[config.mk]
export PLATFORM = sky130hd
export DESIGN_NAME = rx_par_chk_gen
export DESIGN_NICKNAME = d
export VERILOG_FILES = /design/src/rtl/uart_pkg.sv /design/src/rtl/rx_par_chk_gen_par_acc.sv /design/src/rtl/rx_par_chk_gen.sv
export SDC_FILE = /design/constraint.sdc
export NUM_CORES = 1
export LEC_CHECK = 0
export ABC_AREA = 1
export BUFFER_PORTS_ARGS = -buffer_cell sky130_fd_sc_hd__clkbuf_2
export CAP_MARGIN = 30
export CORE_ASPECT_RATIO = 0.9
export CORE_MARGIN = 2
export CORE_UTILIZATION = 61
export CTS_BUF_LIST = sky130_fd_sc_hd__clkbuf_16
export CTS_CLUSTER_DIAMETER = 40
export DETAILED_ROUTE_END_ITERATION = 8
export PLACE_DENSITY = 0.89
export SETUP_SLACK_MARGIN = 0.05
export SLEW_MARGIN = 40
export SYNTH_ARGS = -nofsm -noshare
export SYNTH_HDL_FRONTEND = slang
export SYNTH_SLANG_ARGS = --single-unit
[constraint.sdc]
create_clock -name CLK -period 3.8 [get_ports CLK]
set_clock_uncertainty 0.2 [all_clocks]
set_input_delay 0.38 -clock CLK [delete_from_list [all_inputs] [get_ports CLK]]
set_output_delay 0.38 -clock CLK [all_outputs]
set_load 0.01 [all_outputs]
[src/rtl/uart_pkg.sv]
// Shared UART definitions: parity mode codes,
// RX parity checker FSM states, parity helpers.
package uart_pkg;

  localparam logic [2:0] PAR_EVEN  = 3'd0;
  localparam logic [2:0] PAR_ODD   = 3'd1;
  localparam logic [2:0] PAR_MARK  = 3'd2;
  localparam logic [2:0] PAR_SPACE = 3'd3;
  localparam logic [2:0] PAR_NONE  = 3'd4;

  typedef enum logic [1:0] {
    ST_IDLE,
    ST_DATA,
    ST_PAR,
    ST_DONE
  } rx_par_state_e;

  // Codes 4..7 all mean no parity bit.
  function automatic logic par_is_none(
    input logic [2:0] mode
  );
    return mode[2];
  endfunction

  // Parity bit value a correct frame carries.
  function automatic logic par_expect(
    input logic [2:0] mode,
    input logic       acc
  );
    logic e;
    e = 1'b0;
    unique case (mode)
      PAR_EVEN:  e = acc;
      PAR_ODD:   e = ~acc;
      PAR_MARK:  e = 1'b1;
      PAR_SPACE: e = 1'b0;
      default:   e = 1'b0;
    endcase
    return e;
  endfunction

endpackage

[src/rtl/rx_par_chk_gen_par_acc.sv]
// Running XOR of a bit stream with sync clear.
// Shared between RX parity check and TX parity gen.
module par_acc (
  input  logic clk,
  input  logic rst_n,
  input  logic clr,
  input  logic en,
  input  logic din,
  output logic acc
);

  logic acc_q;
  logic acc_d;

  // Clear wins over enable so a new frame starts at 0.
  always_comb begin
    acc_d = acc_q;
    if (clr) begin
      acc_d = 1'b0;
    end else if (en) begin
      acc_d = acc_q ^ din;
    end
  end

  // Accumulator register.
  always_ff @(posedge clk or negedge rst_n) begin
    if (!rst_n) begin
      acc_q <= 1'b0;
    end else begin
      acc_q <= acc_d;
    end
  end

  assign acc = acc_q;

endmodule

[src/rtl/rx_par_chk_gen.sv]
// UART RX parity checker: assembles data bits,
// checks parity, flags strobe misuse, counts errors.
module rx_par_chk_gen
  import uart_pkg::*;
#(
  parameter  int DATA_W = 8,
  parameter  int CNT_W  = 8,
  localparam int LEN_W  = $clog2(DATA_W + 1)
) (
  input  logic              CLK,
  input  logic              RST,
  input  logic              frame_start,
  input  logic [LEN_W-1:0]  cfg_len,
  input  logic [2:0]        par_mode,
  input  logic              bit_valid,
  input  logic              S_DATA,
  input  logic              par_strobe,
  input  logic              parity_bit,
  input  logic              err_clr,
  output logic [DATA_W-1:0] data_out,
  output logic              res_valid,
  output logic              par_err,
  output logic              seq_err,
  output logic [CNT_W-1:0]  err_cnt,
  output logic              busy
);

  localparam logic [LEN_W-1:0] LEN_MAX = LEN_W'(DATA_W);

  rx_par_state_e state_q, state_d;

  logic [LEN_W-1:0]  len_q, len_d;
  logic [2:0]        mode_q, mode_d;
  logic [LEN_W-1:0]  cnt_q, cnt_d;
  logic [DATA_W-1:0] word_q, word_d;
  logic [DATA_W-1:0] data_out_q, data_out_d;
  logic              par_err_q, par_err_d;
  logic              res_valid_q, res_valid_d;
  logic              seq_err_q, seq_err_d;
  logic [CNT_W-1:0]  err_cnt_q, err_cnt_d;

  logic              acc_clr;
  logic              acc_en;
  logic              acc;
  logic [LEN_W-1:0]  len_eff;
  logic              cnt_inc;

  par_acc u_par_acc (
    .clk   (CLK),
    .rst_n (RST),
    .clr   (acc_clr),
    .en    (acc_en),
    .din   (S_DATA),
    .acc   (acc)
  );

  // Zero or oversize lengths fall back to a full word.
  always_comb begin
    len_eff = cfg_len;
    if (cfg_len == '0 || cfg_len > LEN_MAX) begin
      len_eff = LEN_MAX;
    end
  end

  // Next-state, frame assembly and verdict.
  always_comb begin
    state_d     = state_q;
    len_d       = len_q;
    mode_d      = mode_q;
    cnt_d       = cnt_q;
    word_d      = word_q;
    data_out_d  = data_out_q;
    par_err_d   = par_err_q;
    res_valid_d = 1'b0;
    seq_err_d   = 1'b0;
    acc_clr     = 1'b0;
    acc_en      = 1'b0;

    if (frame_start) begin
      // Start or restart; any strobe this cycle is dropped.
      state_d = ST_DATA;
      len_d   = len_eff;
      mode_d  = par_mode;
      cnt_d   = '0;
      word_d  = '0;
      acc_clr = 1'b1;
    end else begin
      unique case (state_q)
        ST_IDLE: begin
          seq_err_d = bit_valid | par_strobe;
        end
        ST_DATA: begin
          seq_err_d = par_strobe;
          if (bit_valid) begin
            for (int i = 0; i < DATA_W; i++) begin
              if (cnt_q == LEN_W'(i)) begin
                word_d[i] = S_DATA;
              end
            end
            acc_en = 1'b1;
            cnt_d  = cnt_q + LEN_W'(1);
            if (cnt_q == len_q - LEN_W'(1)) begin
              if (par_is_none(mode_q)) begin
                state_d     = ST_DONE;
                res_valid_d = 1'b1;
                par_err_d   = 1'b0;
                data_out_d  = word_d;
              end else begin
                state_d = ST_PAR;
              end
            end
          end
        end
        ST_PAR: begin
          seq_err_d = bit_valid;
          if (par_strobe) begin
            state_d     = ST_DONE;
            res_valid_d = 1'b1;
            par_err_d   = parity_bit !=
                          par_expect(mode_q, acc);
            data_out_d  = word_q;
          end
        end
        ST_DONE: begin
          state_d = ST_IDLE;
        end
        default: begin
          state_d = ST_IDLE;
        end
      endcase
    end
  end

  // Count erroring frames on the edge that ends DONE.
  always_comb begin
    err_cnt_d = err_cnt_q;
    cnt_inc   = (state_q == ST_DONE) && par_err_q;
    if (err_clr) begin
      err_cnt_d = cnt_inc ? CNT_W'(1) : '0;
    end else if (cnt_inc && err_cnt_q != '1) begin
      err_cnt_d = err_cnt_q + CNT_W'(1);
    end
  end

  // State and output registers.
  always_ff @(posedge CLK or negedge RST) begin
    if (!RST) begin
      state_q     <= ST_IDLE;
      len_q       <= '0;
      mode_q      <= '0;
      cnt_q       <= '0;
      word_q      <= '0;
      data_out_q  <= '0;
      par_err_q   <= 1'b0;
      res_valid_q <= 1'b0;
      seq_err_q   <= 1'b0;
      err_cnt_q   <= '0;
    end else begin
      state_q     <= state_d;
      len_q       <= len_d;
      mode_q      <= mode_d;
      cnt_q       <= cnt_d;
      word_q      <= word_d;
      data_out_q  <= data_out_d;
      par_err_q   <= par_err_d;
      res_valid_q <= res_valid_d;
      seq_err_q   <= seq_err_d;
      err_cnt_q   <= err_cnt_d;
    end
  end

  assign data_out  = data_out_q;
  assign res_valid = res_valid_q;
  assign par_err   = par_err_q;
  assign seq_err   = seq_err_q;
  assign err_cnt   = err_cnt_q;
  assign busy      = (state_q != ST_IDLE);

endmodule

==> results.json <==
{
  "outcome": "finished, final reports clean",
  "fmax_ghz": 0.4830,
  "cts_made_buffers": 5,
  "rr_worst_depth": 8,
  "synthMuxAreaShare": 0,
  "syn_nets": 315,
  "synthCells": 290,
  "drive_gt1_frac": 0.1576,
  "io_pins": 35,
  "grt_pass1_vias": 1888,
  "design_area_sq_um": 2653,
  "yosysUniqueCellTypes": 30,
  "critPathLaunchType": "flop",
  "firstDrtPassIters": 5,
  "grt_antenna_before_repair": 0,
  "min_path_cells": 3,
  "hold_end": "mode_q[0]",
  "yosys.area_share.simple": 0.2568,
  "num_rows": 20,
  "clk_latency_ns": 0.29,
  "yosysWarnings": 0,
  "drc": 0,
  "antenna_left": 0,
  "synth_compound_area_frac": 0.1428,
  "start_util": 0.6547,
  "worstSetupPathType": "flop to flop",
  "hpwl_um": 3584,
  "wl_per_cell_um": 13.03,
  "fin_nets": 354,
  "synth-seq-cells": 41,
  "vias_per_cell": 5.519,
  "hold_viol": 0,
  "rrSetupSlack_ns": 1.73,
  "crit_path_top_delay_cell": "dfrtp_1",
  "crit_path_end_kind": "flop",
  "n_fill_cell": 245,
  "r2r-start": "state_q[0]",
  "synth_area_sq_um": 2261,
  "grt_max_degree": 42,
  "required_ns": 3.78,
  "rr_endpoint": "data_out[0]",
  "setup_viol": 0,
  "worstHoldStart": "par_mode[0]",
  "cts_tree": "built",
  "path_depth": 8,
  "die_w_um": 68.18,
  "syn_area_per_cell_sq_um": 7.796,
  "synth_top_area_frac": 0.4538,
  "synth_top_area_cell": "dfrtp_1",
  "leakage_nw": 1.366,
  "grt_remaining_overflow": 0,
  "cpLargestDelayFamily": "simple AND/OR/NAND/NOR gates",
  "port_buffers": 34,
  "ir_worst_vdd_mv": 0.3054,
  "die_y_um": 61.76,
  "crit_path_max_fanout": 19,
  "startpoint": "state_q[0]",
  "synthAdderAreaFrac": 0.05534,
  "fin_crit_sh": 0.5448,
  "core_sq_um": 3453,
  "cts_root_buffer": "clkbuf_16",
  "synth_top_family_by_area": "simple AND/OR/NAND/NOR gates",
  "synth_area_leaders": "dfrtp_1 45%, nand2_1 14%, o21ai_0 7.1%",
  "cp.arrival_ns": 2.05,
  "power_mw": 1.452,
  "setup_tns_ns": 0,
  "path_clk_slew_ns": 0.06,
  "tightest_slew_ns": 0.5522,
  "rsz0062_at_grt": "false",
  "hp-class": "primary input to flop",
  "cellPowerDensity_nw_per_um2": 547.4,
  "die-area_sq_um": 4210,
  "drt-total-wl_um": 4874,
  "slew_headroom": 0.6318,
  "dr.first_iter.drc_count": 144,
  "syn2layout_area_growth_pct": 17.32,
  "crit_buf_inv": 2,
  "place_area_sq_um": 2476,
  "maxCapViolCount": 0,
  "via_count": 2064,
  "yosysSeqAreaShare": 0.4538,
  "place_congestion": 0.8916,
  "final_common_cell": "nand2_1",
  "htreeDepth": 2,
  "cts_resized": 0,
  "max_stage_delay_ns": 0.39,
  "grt_usage": 0.2672,
  "grt_pass1_wl_um": 8107,
  "cts.sinks": 41,
  "diodes": 0,
  "final_max_slew_viol_count": 0,
  "cts_max_path_buffers": 2,
  "most-common-layout-cells": "86 x nand2_1, 41 x dfrtp_1, 35 x inv_1",
  "synth-xor-area-share": 0.01937,
  "min_period_ns": 2.070,
  "crit_chain": "inv_1 > ha_1 > inv_1 > o22ai_1 > nor2_2 > nand2_4 > nand2_1 > nand2_1",
  "cts_setup_buffers": 0
}
[per-stage QoR]
stage,setup slack [ns],instances,hold slack [ns],util
2_1_floorplan,2.032,290,-0.1156,-
3_3_place_gp,1.877,365,0.2551,0.7163
3_5_place_dp,1.775,365,0.2319,0.7170
4_1_cts,1.762,374,0.1004,0.7681
5_1_grt,1.569,374,0.1217,0.7681
6_report,1.730,374,0.09953,0.7681
[cell usage after synthesis]
cell type,n
nor2_2,2
nand2_4,2
o31ai_1,2
nand3_1,26
dfrtp_1,41
buf_2,1
o21a_1,1
xor2_1,4
nor2_4,1
ha_1,10
xnor2_1,1
o22ai_1,9
inv_1,35
o21ai_1,2
nand2_1,86
clkbuf_1,2
o211ai_1,1
nor4_1,1
a21boi_0,1
o21ai_0,32
nand3_2,1
nor2_1,11
a21oi_1,7
clkinv_1,2
nand2_2,1
o2111a_1,1
nand4_1,2
inv_2,3
nor3_1,1
a31oi_2,1
[per-layer routing]
metal  global-route usage  share of wire  vias up
met2               0.4397           0.47       80
met5                    0              0        -
met3              0.07568          0.060        8
li1                     -              -     1031
met4               0.1057          0.018        0
met1               0.3381           0.45      945
[state kept, by name (all words and copies together), names as in the netlist]
name           cells
len_q              4
seq_err            1
state_q            2
data_out           8
res_valid          1
err_cnt            8
par_err            1
word_q             8
mode_q             3
u_par_acc.acc      1
cnt_q              4
[cells by family after synthesis]
logic type                 after synthesis
DFF                                     41
buffers and inverters                   43
xor gates and xnor gates                 5
adders and majority gates               10
and+or+nand+nor                        134
AOI/OAI and AO/OA                       57
[power breakdown]
group          internal (mW)  total, mW  leakage (nW)  switching [mW]
Combinational          0.144      0.440         0.736           0.296
Clock                  0.307      0.480        0.0775           0.173
Sequential             0.489      0.532         0.553          0.0427
Total                  0.941       1.45          1.37           0.511
[final cells by class]
cell class / instances / area (sq um) / area share
inverters: 40 / 150.1 / 0.05660
flip-flops and latches: 41 / 1026 / 0.3868
repair buffers: 35 / 182.7 / 0.06887
multi-input cells: 206 / 1072 / 0.4042
well taps: 44 / 55.05 / 0.02075
clock buffers: 5 / 125.1 / 0.04717
clock inverters: 3 / 41.29 / 0.01557
[repair_timing]
action / in CTS / in global routing
hold buffers: 1 / 0
setup endpoints to repair: 0 / 0
endpoints found under the hold margin: 41 / 0
[worst max path at each step]
| stage | endpoint | slack, ns |
|---|---|---|
| final | data_out[0] | 1.73 |
| after global routing | data_out[0] | 1.57 |
| after CTS | data_out[0] | 1.76 |
| after detailed placement | data_out[6] | 1.78 |
| after global placement | data_out[7] | 1.88 |
| after floorplan | par_err | 2.03 |
[worst reg2reg max path: cells and delay by family, from the launching register on]
kind	cells	cell delay, ns
buf+inv	2	0.22
compound gates	1	0.12
fa+ha+maj	1	0.38
flops	1	0.39
simple gates	4	0.63
Power figures use the tool's default switching activity.
